`config.mk`:
```
export PLATFORM = sky130hd
export DESIGN_NAME = fact_search
export DESIGN_NICKNAME = d
export VERILOG_FILES = /design/src/rtl/fact_pkg.sv /design/src/rtl/fact_div.sv /design/src/rtl/fact_search.sv
export SDC_FILE = /design/constraint.sdc
export NUM_CORES = 1
export LEC_CHECK = 0
export CORE_MARGIN = 1.5
export CORE_UTILIZATION = 55
export CTS_BUF_LIST = sky130_fd_sc_hd__clkbuf_8
export DETAILED_ROUTE_END_ITERATION = 16
export GPL_ROUTABILITY_DRIVEN = 0
export PLACE_DENSITY = 0.77
export SKIP_LAST_GASP = 1
export SLEW_MARGIN = 20
export SYNTH_ARGS = -nofsm -noshare
export SYNTH_HDL_FRONTEND = slang
export SYNTH_SLANG_ARGS = --single-unit
```
`constraint.sdc`:
```
create_clock -name clk -period 4.3 [get_ports clk]
set_clock_uncertainty 0.2 [all_clocks]
set_input_delay 0.86 -clock clk [delete_from_list [all_inputs] [get_ports clk]]
set_output_delay 0.86 -clock clk [all_outputs]
set_load 0.01 [all_outputs]
```
`src/rtl/fact_pkg.sv`:
```
// Shared widths, FSM state encoding and factor bounds for the factor search block.
package fact_pkg;
  localparam int W_PROD_DEF = 10;
  localparam int W_FAC_DEF  = 5;
  localparam int FAC_MIN    = 2;
  localparam int FAC_MAX    = 31;

  typedef enum logic [2:0] {
    S_IDLE,
    S_LOAD,
    S_DIV,
    S_CHECK,
    S_DONE
  } state_e;
endpackage

```
`src/rtl/fact_div.sv`:
```
// Sequential restoring divider: one quotient bit per i_step, MSB first.
// The quotient bits replace the dividend bits in r_q as the dividend shifts out.
module fact_div #(
  parameter int W_PROD = 10,
  parameter int W_FAC  = 5
) (
  input  logic              clk,
  input  logic              rst_n,
  input  logic              i_load,
  input  logic              i_step,
  input  logic [W_PROD-1:0] i_dividend,
  input  logic [W_FAC-1:0]  i_divisor,
  output logic [W_PROD-1:0] o_quot,
  output logic [W_FAC:0]    o_rem
);
  logic [W_PROD-1:0] r_q;
  logic [W_FAC:0]    r_r;
  logic [W_FAC-1:0]  r_div;
  logic [W_FAC:0]    w_trial;
  logic [W_FAC:0]    w_diff;
  logic              w_ge;

  // The remainder is always below the divisor, so its low W_FAC bits plus the next dividend bit fit.
  assign w_trial = {r_r[W_FAC-1:0], r_q[W_PROD-1]};
  assign w_ge    = w_trial >= {1'b0, r_div};
  assign w_diff  = w_trial - {1'b0, r_div};

  always_ff @(posedge clk or negedge rst_n) begin
    if (!rst_n) begin
      r_q   <= '0;
      r_r   <= '0;
      r_div <= '0;
    end else if (i_load) begin
      r_q   <= i_dividend;
      r_r   <= '0;
      r_div <= i_divisor;
    end else if (i_step) begin
      r_q <= {r_q[W_PROD-2:0], w_ge};
      r_r <= w_ge ? w_diff : w_trial;
    end
  end

  assign o_quot = r_q;
  assign o_rem  = r_r;
endmodule

```
`src/rtl/fact_search.sv`:
```
// Finds the smallest divisor d in 2..31 of a target whose cofactor is also in 2..31,
// trying one candidate per LOAD/DIV/CHECK round (12 cycles at default widths).
module fact_search
  import fact_pkg::*;
#(
  parameter int W_PROD = W_PROD_DEF,
  parameter int W_FAC  = W_FAC_DEF
) (
  input  logic              clk,
  input  logic              rst_n,
  input  logic              i_start,
  input  logic [W_PROD-1:0] i_a,
  output logic              o_busy,
  output logic              o_done,
  output logic              o_found,
  output logic [W_FAC-1:0]  o_f1,
  output logic [W_FAC-1:0]  o_f2
);
  localparam int CW = $clog2(W_PROD);
  localparam logic [W_PROD-1:0] QMIN = W_PROD'(FAC_MIN);
  localparam logic [W_PROD-1:0] QMAX = W_PROD'(FAC_MAX);
  localparam logic [W_FAC-1:0]  DMIN = W_FAC'(FAC_MIN);
  localparam logic [W_FAC-1:0]  DMAX = W_FAC'(FAC_MAX);

  state_e            r_state, w_next;
  logic [W_PROD-1:0] r_a;
  logic [W_FAC-1:0]  r_d;
  logic [CW-1:0]     r_cnt;
  logic              r_found;
  logic [W_FAC-1:0]  r_f1, r_f2;
  logic              w_load, w_step, w_hit, w_stop;
  logic [W_PROD-1:0] w_quot;
  logic [W_FAC:0]    w_rem;

  fact_div #(.W_PROD(W_PROD), .W_FAC(W_FAC)) u_div (
    .clk        (clk),
    .rst_n      (rst_n),
    .i_load     (w_load),
    .i_step     (w_step),
    .i_dividend (r_a),
    .i_divisor  (r_d),
    .o_quot     (w_quot),
    .o_rem      (w_rem)
  );

  assign w_hit  = (w_rem == '0) && (w_quot >= QMIN) && (w_quot <= QMAX);
  // Once q < d every larger divisor would pair with an already-rejected smaller one.
  assign w_stop = (w_quot < W_PROD'(r_d)) || (r_d == DMAX);

  always_ff @(posedge clk or negedge rst_n) begin
    if (!rst_n) r_state <= S_IDLE;
    else        r_state <= w_next;
  end

  always_comb begin
    w_next = r_state;
    w_load = 1'b0;
    w_step = 1'b0;
    case (r_state)
      S_IDLE:  if (i_start) w_next = S_LOAD;
      S_LOAD: begin
        w_load = 1'b1;
        w_next = S_DIV;
      end
      S_DIV: begin
        w_step = 1'b1;
        if (r_cnt == CW'(W_PROD-1)) w_next = S_CHECK;
      end
      S_CHECK: w_next = (w_hit || w_stop) ? S_DONE : S_LOAD;
      S_DONE:  w_next = S_IDLE;
      default: w_next = S_IDLE;
    endcase
  end

  always_ff @(posedge clk or negedge rst_n) begin
    if (!rst_n) begin
      r_a     <= '0;
      r_d     <= '0;
      r_cnt   <= '0;
      r_found <= 1'b0;
      r_f1    <= '0;
      r_f2    <= '0;
    end else begin
      case (r_state)
        S_IDLE: if (i_start) begin
          r_a     <= i_a;
          r_d     <= DMIN;
          r_found <= 1'b0;
          r_f1    <= '0;
          r_f2    <= '0;
        end
        S_LOAD: r_cnt <= '0;
        S_DIV:  r_cnt <= r_cnt + 1'b1;
        S_CHECK: begin
          if (w_hit) begin
            r_found <= 1'b1;
            r_f1    <= r_d;
            r_f2    <= w_quot[W_FAC-1:0];
          end else if (!w_stop) begin
            r_d <= r_d + 1'b1;
          end
        end
        default: ;
      endcase
    end
  end

  assign o_busy  = (r_state != S_IDLE);
  assign o_done  = (r_state == S_DONE);
  assign o_found = r_found;
  assign o_f1    = r_f1;
  assign o_f2    = r_f2;
endmodule

```
=== Word level (Yosys, flattened, before mapping) ===
Index checks and enable logic that the tools add are counted.

* Add/subtract/negate cells: 3
* Magnitude comparators: 4
* Equal/unequal tests: 11
* Muxes and demuxes: 24
* Reductions and logical operators: 14

{| class="wikitable"
|+ Operator list
! cell !! count
|-
| 5-bit 2-to-1 mux || 6
|-
| 5-bit case mux with 2 select lines || 3
|-
| 10-bit 2-to-1 mux || 2
|-
| 6-bit 2-to-1 mux || 3
|-
| 3-bit case mux with 4 select lines || 1
|-
| 10-bit by 2-bit greater-or-equal comparator with 1-bit output, second input constant || 1
|-
| 10-bit by 5-bit <= comparator with 1-bit output, second input constant || 1
|-
| 10-bit by 5-bit < comparator with 1-bit output || 1
|-
| 2-bit != test, second input constant || 5
|-
| 3-bit 2-to-1 mux || 3
|-
| 4-bit case mux with 2 select lines || 1
|-
| 3-bit by 2-bit == test with 1-bit output, second input constant || 2
|-
| 6-bit by 5-bit greater-or-equal comparator with 1-bit output || 1
|-
| 6-bit logical NOT || 1
|-
| 2-bit nonzero test || 3
|-
| 6-bit by 5-bit subtractor with 6-bit output || 1
|-
| 5-bit by 1-bit adder with 5-bit output, second input constant || 1
|-
| 5-bit == test, second input constant || 1
|-
| 4-bit by 1-bit adder with 4-bit output, second input constant || 1
|-
| 4-bit == test, second input constant || 1
|-
| 1-bit 2-to-1 mux || 4
|-
| 2-bit AND reduction || 2
|-
| 4-bit AND reduction || 1
|-
| 3-bit by 1-bit == test with 1-bit output, second input constant || 1
|-
| 7 further kinds || 9
|}

* Bits in registers: 54
* Input bits: 13
* Output and inout bits: 13
* Word-level logic and storage cells: 66

=== Depth between registers and ports, before layout ===
Gate-level depths: netlist of run 1.

* Depth in word-level cells: 6
* Depth in mapped cells: 8
* Depth with buffers taken out: 8

=== Cells and area by module ===
Synthesis of run 1 repeated with hierarchy kept, for this count alone.

* Cells, all modules: 272
* Area total of the unflattened synthesis: 2810.2 um2

{| class="wikitable"
|+ By module, submodules not included
! module !! instances !! cells an instance !! area an instance (um2) !! seq. area each (um2)
|-
| fact_search || 1 || 148 || 1591.5 || 825.8
|-
| fact_div || 1 || 124 || 1218.7 || 525.5
|}

=== Worst setup path after synthesis of run 1 ===
OpenSTA, ideal clock, no wires.

* Path kind: register to register
* Start: reg u_div.r_r[2], in the netlist u_div.o_rem[2]
* End: reg u_div.r_r[0], in the netlist u_div.o_rem[0]
* Arrival: 1.927 ns
* Data required time: 4.017 ns
* Setup slack: 2.090 ns
* Cell stages (with the launch flop): 7
* Clock period less this slack: 2.210 ns
* Cell sequence: dfrtp_1 -> ha_1 -> and3_1 -> a311o_1 -> nor2_2 -> mux2_1 -> o22ai_1

* Word-level cells in the longest chain between the ends: 4

{| class="wikitable"
|+ Ends and longest elaborated chain
! element !! line !! RTL
|-
| from (decl) || fact_div.sv:17 || <nowiki>logic [W_FAC:0] r_r;</nowiki>
|-
| from (signal assigned) || fact_div.sv:39 || <nowiki>r_r <= w_ge ? w_diff : w_trial;</nowiki>
|-
| 6-bit by 5-bit greater-or-equal comparator with 1-bit output || fact_div.sv:25 || <nowiki>assign w_ge = w_trial >= {1'b0, r_div};</nowiki>
|-
| 6-bit 2-to-1 mux || fact_div.sv:39 ||
|-
| 6-bit 2-to-1 mux || fact_div.sv:37 || <nowiki>end else if (i_step) begin</nowiki>
|-
| 6-bit 2-to-1 mux || fact_div.sv:33 || <nowiki>end else if (i_load) begin</nowiki>
|}

Every way passes these cells. The select of a mux whose other input is x is not followed.
A chain may end at the register's enable or synchronous reset.

=== Worst setup path in the final report of run 1 ===
* Start: reg r_state[1]
* End: out o_busy

* Word-level cells in the longest chain between the ends: 1

{| class="wikitable"
|+ Ends and longest elaborated chain
! element !! line !! RTL
|-
| from (decl) || fact_search.sv:25 || <nowiki>state_e r_state, w_next;</nowiki>
|-
| from (signal assigned) || fact_search.sv:52 || <nowiki>else r_state <= w_next;</nowiki>
|-
| 3-bit nonzero test || fact_search.sv:108 || <nowiki>assign o_busy = (r_state != S_IDLE);</nowiki>
|-
| to (decl) || fact_search.sv:13 || <nowiki>output logic o_busy,</nowiki>
|}

Every way passes these cells.

==> out/metrics.csv, run 1 <==
stage;metric;value;unit
drt;remaining antenna violation count;0;
drt;final wirelength;5.192;mm
yosys;Synth cell types;53;
critical_path;Worst path max stage delay;0.50;ns
placed_design;HPWL after detailed placement;3.720;mm
power_and_ir_drop;maximum VDD drop;0.4053;mV
sta;hold_ws;0.2820;ns
critical_path;Crit Reg-Reg Endpoint;u_div.o_rem[0];
worst_hold_path;Worst Hold Depth;2;
clock_tree;# resized after CTS;0;
critical_path;R2R Setup Slk;1.90;ns
worst_hold_path;worst hold endpoint;o_found;
floorplan;Die X;72.95;um
critical_path;r2r startpoint;u_div.o_rem[3];
floorplan;die height;72.95;um
sta;final setup fails;0;
yosys;Synth area leader;dfrtp_1;
critical_path;critical path arrival;1.69;ns
yosys;synth warn;0;
grt;GR Overflow Total;0;
yosys;Post-synth EDFFs;0;
floorplan;Initial Util;0.5698;
clock_tree;TritonCTS Sinks;54;
drt;initial DRC count;99;
cells_and_area;area occupied by multi-input gates;1232;sq um
critical_path;CP Cell Sequence;or3_1, clkdlybuf4s50_1;
grt;GRT Overall Usage;0.2170;
grt;largest net degree at the start of global routing;29;
sta;period utilization;0.6392;
clock_tree;post-CTS setup buffer count;0;
clock_tree;CTS Buf Count;5;
yosys;Syn Inst Count;270;
drt;DR WL met3;124;um
sta;setup_tns;0;ns
critical_path;Setup crit start;r_state[1];
clock_tree;Root Driver;clkbuf_8;
placed_design;pre-CTS setup slack;1.491;ns
critical_path;R2R depth;6;
drt;Remaining DRCs;0;
yosys;Synth Register Bits;54;
sta;Worst-Margin Slew;0.9568;ns
sta;final hold vios;0;
sta;Max Clk Rate;363.8;MHz
yosys;Post-Syn Nets;297;
power_and_ir_drop;leak pwr;0.001433;uW
yosys;Area contributors post-synth;dfrtp_1 50%, nand2_1 7.3%, ha_1 6.0%;
critical_path;CP required;3.24;ns
sta;crit path time final;2.749;ns
yosys;top_reg_cell synth;dfrtp_1;
critical_path;Slowest-stage cell, CP;clkdlybuf4s50_1;
drt;Pre-antenna DRT Iters;4;
sta;max-slew violation count;0;
clock_tree;clk_lat worst skew;0.31;ns
placed_design;port bufs;25;
yosys;Post-Syn Area per Cell;9.968;sq um
sta;Rel. slew slack;0.3621;
critical_path;crit-path max FO;9;
critical_path;Setup crit end kind;output pin;
grt;first-pass GRT wire length;8.928;mm
cells_and_area;layout filler cell count;387;
outcome;status;complete, no violations;
power_and_ir_drop;power per cell area;718.1;nW/um^2
critical_path;startpoint class of the critical path;flop;
drt;max layer used;met4;
cells_and_area;final net count;320;
clock_tree;cts hold-fix bufs;0;
sta;setup ws final;1.551;ns
job;max-cap violations;0;
floorplan;row count;25;
drt;Met1 Wirelength;2.506;mm
clock_tree;TritonCTS clock tree;done;
cells_and_area;share of cells above drive strength 1;0.06803;
yosys;post-synthesis sequential area ratio;0.5021;
cells_and_area;ant diodes;0;
drt;WL/cell;14.38;um
worst_hold_path;HP Start;o_found;
grt;initial antenna violation count;0;
yosys;Yosys top cell area share;0.5021;
floorplan;core area;4723;sq um
cells_and_area;Area growth syn-to-layout;15.90;%
worst_hold_path;Hold Crit Class;flop to flop;
cells_and_area;FF+latch area;1351;sq um
floorplan;Top Ports;26;
clock_tree;Bufs on Longest Clock Path;2;
grt;number of global-route vias before repair;1924;
yosys;async set-or-reset flop fraction in the synthesized netlist;1.000;
drt;via count;2043;
clock_tree;# H-tree levels;2;
floorplan;die area;5322;sq um
critical_path;Crit Path Class;flop to output pin;
drt;routed wl met2;2.493;mm
sta;RSZ-0062 raised after global routing;no;
drt;vias per cell;5.659;
yosys;Syn Std Cell Area;2691;sq um
cells_and_area;Finished Core Util;0.6604;
clock_tree;clock-pin slew on the worst setup and hold paths;0.09;ns
[per-stage QoR]
step,total power (uW),area (sq um),cells
after CTS,2249,3119,361
after floorplan,1599,2691,270
final,2240,3119,361
after global placement,1794,2977,353
after global routing,2427,3119,361
after detailed placement,1834,2977,353
[worst max-delay path: cells and delay by family, from the launching register on]
kind	cells	cell delay, ns
buffers and inverters	1	0.50
flip-flops	1	0.47
AND/OR/NAND/NOR	1	0.43
[where the power goes]
| part | switching [uW] | total, uW | internal (uW) |
|---|---|---|---|
| Sequential | 169 | 859 | 691 |
| Clock | 161 | 409 | 248 |
| Combinational | 537 | 972 | 434 |
| Total | 867 | 2240 | 1370 |
[cells in the final DEF, fill, tap and decap left out, types with 2 or more instances in the layout]
| cell type | synthesis | layout |
|---|---|---|
| a22o_1 | 2 | 2 |
| mux2i_1 | 6 | 6 |
| buf_4 | 0 | 2 |
| xnor2_1 | 2 | 2 |
| mux2_1 | 11 | 11 |
| o21ai_1 | 15 | 15 |
| a31oi_1 | 9 | 9 |
| nor2_1 | 16 | 16 |
| nor3b_1 | 2 | 2 |
| nor2b_1 | 2 | 2 |
| nand2_1 | 52 | 52 |
| ha_1 | 13 | 13 |
| inv_2 | 2 | 2 |
| clkdlybuf4s50_1 | 0 | 24 |
| a21oi_1 | 5 | 5 |
| dfrtp_1 | 54 | 54 |
| bufinv_16 | 0 | 2 |
| o22ai_1 | 3 | 3 |
| inv_1 | 11 | 11 |
| or2_1 | 2 | 2 |
| nand3_1 | 14 | 14 |
| o21ai_0 | 3 | 3 |
| or3_1 | 2 | 2 |
| and3_1 | 4 | 4 |
| clkbuf_8 | 0 | 6 |
| nand2b_1 | 2 | 2 |
[final cells by class]
cell class              count  share of cell area
clock buffers               6             0.02647
clock inverters             2             0.01925
inverters                  13             0.01564
multi-input cells         192              0.3951
flip-flops and latches     54              0.4332
well taps                  67             0.02688
repair buffers             27             0.08343
[registers in the layout (all words and copies together), names as in the netlist]
| register | count |
|---|---|
| r_d | 5 |
| u_div.o_quot | 10 |
| u_div.o_rem | 6 |
| u_div.r_div | 5 |
| o_f1 | 5 |
| r_a | 10 |
| r_state | 3 |
| o_found | 1 |
| o_f2 | 5 |
| r_cnt | 4 |
[cell usage after synthesis (4+ instances only)]
master / number
nor2_1: 16
nand2_1: 52
mux2_1: 11
ha_1: 13
dfrtp_1: 54
nand3_1: 14
a31oi_1: 9
inv_1: 11
a21oi_1: 5
mux2i_1: 6
o21ai_1: 15
clkbuf_1: 6
and3_1: 4
[layer usage]
metal,GRT usage,up-vias
met5,0,-
met4,0.06289,0
met3,0.04834,8
met2,0.3496,34
met1,0.2967,1016
li1,-,985
[worst max-delay path by stage]
stage | to | cells after the start | slack [ns]
5_1_grt | o_busy | 2 | 1.49
3_3_place_gp | r_a[3] | 4 | 1.52
6_report | o_busy | 2 | 1.55
3_5_place_dp | r_a[7] | 4 | 1.49
2_1_floorplan | u_div.o_rem[0] | 6 | 2.09
4_1_cts | o_busy | 2 | 1.54
[cell families after synthesis]
group | Yosys count | share of synthesized area
AO/OA/AOI/OAI | 47 | 0.1079
XOR/XNOR | 3 | 0.009765
adder cells (fa/ha/maj) | 14 | 0.06788
buffers and inverters | 24 | 0.03998
flip-flops | 54 | 0.5021
multiplexers | 17 | 0.06834
AND/OR/NAND/NOR | 111 | 0.2041
Note: power is estimated with default switching activity, not from simulation.
==> run 2: changes to the inputs <==
- CORE_UTILIZATION: 55 -> 53
- PLACE_DENSITY: 0.77 -> 0.78
- clock period: 4.3 -> 2.4 ns (I/O delays scaled with it)
==> out/metrics.csv, run 2 (synthesis results as in run 1) <==
stage;metric;value;unit;change
critical_path;critical path arrival;1.61;ns;-0.08 ns
drt;Remaining DRCs;0;;unchanged
sta;Worst-Margin Slew;0.6083;ns;-0.3486 ns
floorplan;die area;5515;sq um;+3.6%
critical_path;Crit Path Class;flop to output pin;;
critical_path;CP required;1.72;ns;-1.52 ns
floorplan;core area;4817;sq um;+2.0%
critical_path;Worst path max stage delay;0.58;ns;+0.08 ns
floorplan;Die X;74.26;um;+1.8%
drt;WL/cell;14.48;um;+0.66%
drt;initial DRC count;88;;-11%
clock_tree;# H-tree levels;2;;unchanged
sta;hold_ws;0.2812;ns;-0.0007530 ns
clock_tree;clock-pin slew on the worst setup and hold paths;0.10;ns;about the same
critical_path;CP bufs+invs;1;;unchanged
clock_tree;CTS Buf Count;5;;unchanged
grt;largest net degree at the start of global routing;35;;+21%
sta;final hold vios;0;;unchanged
cells_and_area;Area growth syn-to-layout;17.85;%;
grt;initial antenna violation count;0;;unchanged
drt;vias per cell;5.466;;-3.4%
clock_tree;TritonCTS clock tree;done;;
critical_path;crit-path max FO;8;;-1
sta;Rel. slew slack;0.5945;;+0.2324
grt;routing usage on met1;0.3289;;+0.03222
grt;met2 Resource Use GR;0.3244;;-0.02524
job;max-cap violations;0;;unchanged
critical_path;Slowest-stage cell, CP;clkdlybuf4s50_1;;
clock_tree;TritonCTS Sinks;54;;unchanged
sta;setup_tns;0;ns;unchanged
grt;GR Overflow Total;0;;unchanged
grt;M3 GR Usage;0.04878;;+0.0004379
sta;crit path time final;2.289;ns;
cells_and_area;cell area after layout;3172;sq um;+1.7%
floorplan;Top Ports;26;;unchanged
cells_and_area;layout filler cell count;414;;+7.0%
clock_tree;Root Driver;clkbuf_8;;
outcome;status;complete, no violations;;
drt;remaining antenna violation count;0;;unchanged
clock_tree;Bufs on Longest Clock Path;2;;unchanged
power_and_ir_drop;power per cell area;1246;nW/um^2;+74%
grt;gr busiest metal;met1;;
drt;via count;2017;;-1.3%
critical_path;CP Cell Sequence;nor3b_1, clkdlybuf4s50_1;;
grt;first-pass GRT wire length;9.066;mm;+1.5%
placed_design;pre-CTS setup slack;-0.01191;ns;-1.503 ns
power_and_ir_drop;maximum VDD drop;0.6909;mV;+70%
drt;final wirelength;5.342;mm;+2.9%
floorplan;row count;25;;unchanged
cells_and_area;share of cells above drive strength 1;0.1060;;+0.03793
grt;number of global-route vias before repair;1813;;-5.8%
cells_and_area;commonest cells after routing, fill and taps aside;52 x dfrtp_1, 51 x nand2_1, 23 x clkdlybuf4s50_1;;
placed_design;Placed Area;3027;sq um;+1.7%
floorplan;Initial Util;0.5587;;-0.01110
power_and_ir_drop;leak pwr;0.001461;uW;+2.0%
drt;Pre-antenna DRT Iters;4;;unchanged
critical_path;startpoint class of the critical path;flop;;
cells_and_area;final net count;328;;+2.5%
critical_path;Setup crit end kind;output pin;;
grt;GRT Overall Usage;0.2225;;+0.005492
placed_design;port bufs;25;;unchanged
sta;Max Clk Rate;437.0;MHz;
cells_and_area;ant diodes;0;;unchanged
sta;max-slew violation count;0;;unchanged
worst_hold_path;Hold Crit Class;flop to flop;;
cells_and_area;most common cell after layout, fill and taps aside;dfrtp_1;;
sta;final setup fails;0;;unchanged
floorplan;die height;74.26;um;+1.8%
sta;period utilization;0.9536;;
critical_path;CP top delay family;buffers and inverters;;
sta;setup ws final;0.1114;ns;-1.440 ns
clock_tree;clk_lat worst skew;0.31;ns;about the same
placed_design;HPWL after detailed placement;3.897;mm;+4.8%
-- run 2: changes by cell type in the layout (fill, tap and decap cells not counted), moves of 2 or more --
| cell | previous run | this run |
|---|---|---|
| bufinv_16 | 2 | 0 |
| dfrtp_1 | 54 | 52 |
| dfrtp_2 | 0 | 2 |
| buf_4 | 2 | 8 |
-- run 2: final timing paths --
path | startpoint | to | slack, ns | cells past startpoint
hold reg to reg | o_found | o_found | 0.28 | 2
setup / recovery | r_state[1] | o_done | 0.11 | 2
max in group asynchronous | rst_n | r_d[3] | 0.98 | 3
setup reg to reg | r_d[3] | r_d[4] | 0.14 | 7
hold / removal | o_found | o_found | 0.28 | 2
min in group asynchronous | rst_n | u_div.r_div[4] | 0.45 | 2
-- run 2: tightest hold or removal path, stage by stage, from the launching register on --
cell	delay [ns]
dfrtp_1	0.36
nand2_1	0.05
nand2_1	0.05
-- run 2: layout make-up --
cell class / count / area [sq um] / area share
clock buffer: 5 / 68.82 / 0.02170
clock inverter: 3 / 17.52 / 0.005523
timing repair buffer: 35 / 337.8 / 0.1065
multi-input combinational: 192 / 1261 / 0.3976
tap: 67 / 83.83 / 0.02643
inverter: 13 / 48.80 / 0.01538
sequential: 54 / 1354 / 0.4268
-- run 2: routing by layer --
layer	vias up	wire [um]
li1	1000	-
met1	971	2592
met2	42	2478
met3	4	220
met4	0	51
met5	-	0
-- run 2: repair_timing --
| item | CTS | global route |
|---|---|---|
| setup buffers | 1 | 1 |
| resized for setup | 2 | 7 |
| hold buffers | 1 | 0 |
| setup endpoints to repair | 3 | 9 |
| pin swaps | 0 | 3 |
| endpoints found under the hold margin | 20 | 0 |
-- run 2: stage by stage --
step	util	total power (uW)	std cells
2_1_floorplan	-	2864	270
3_3_place_gp	0.6283	3312	358
3_5_place_dp	0.6283	3380	358
4_1_cts	0.6506	3893	368
5_1_grt	0.6584	4300	369
6_report	0.6584	3952	369
-- run 2: where the power goes --
part / total (uW) / switching, uW / internal, uW
clock network: 499 / 296 / 202
registers: 1540 / 295 / 1240
logic: 1920 / 1030 / 888
total: 3950 / 1620 / 2330
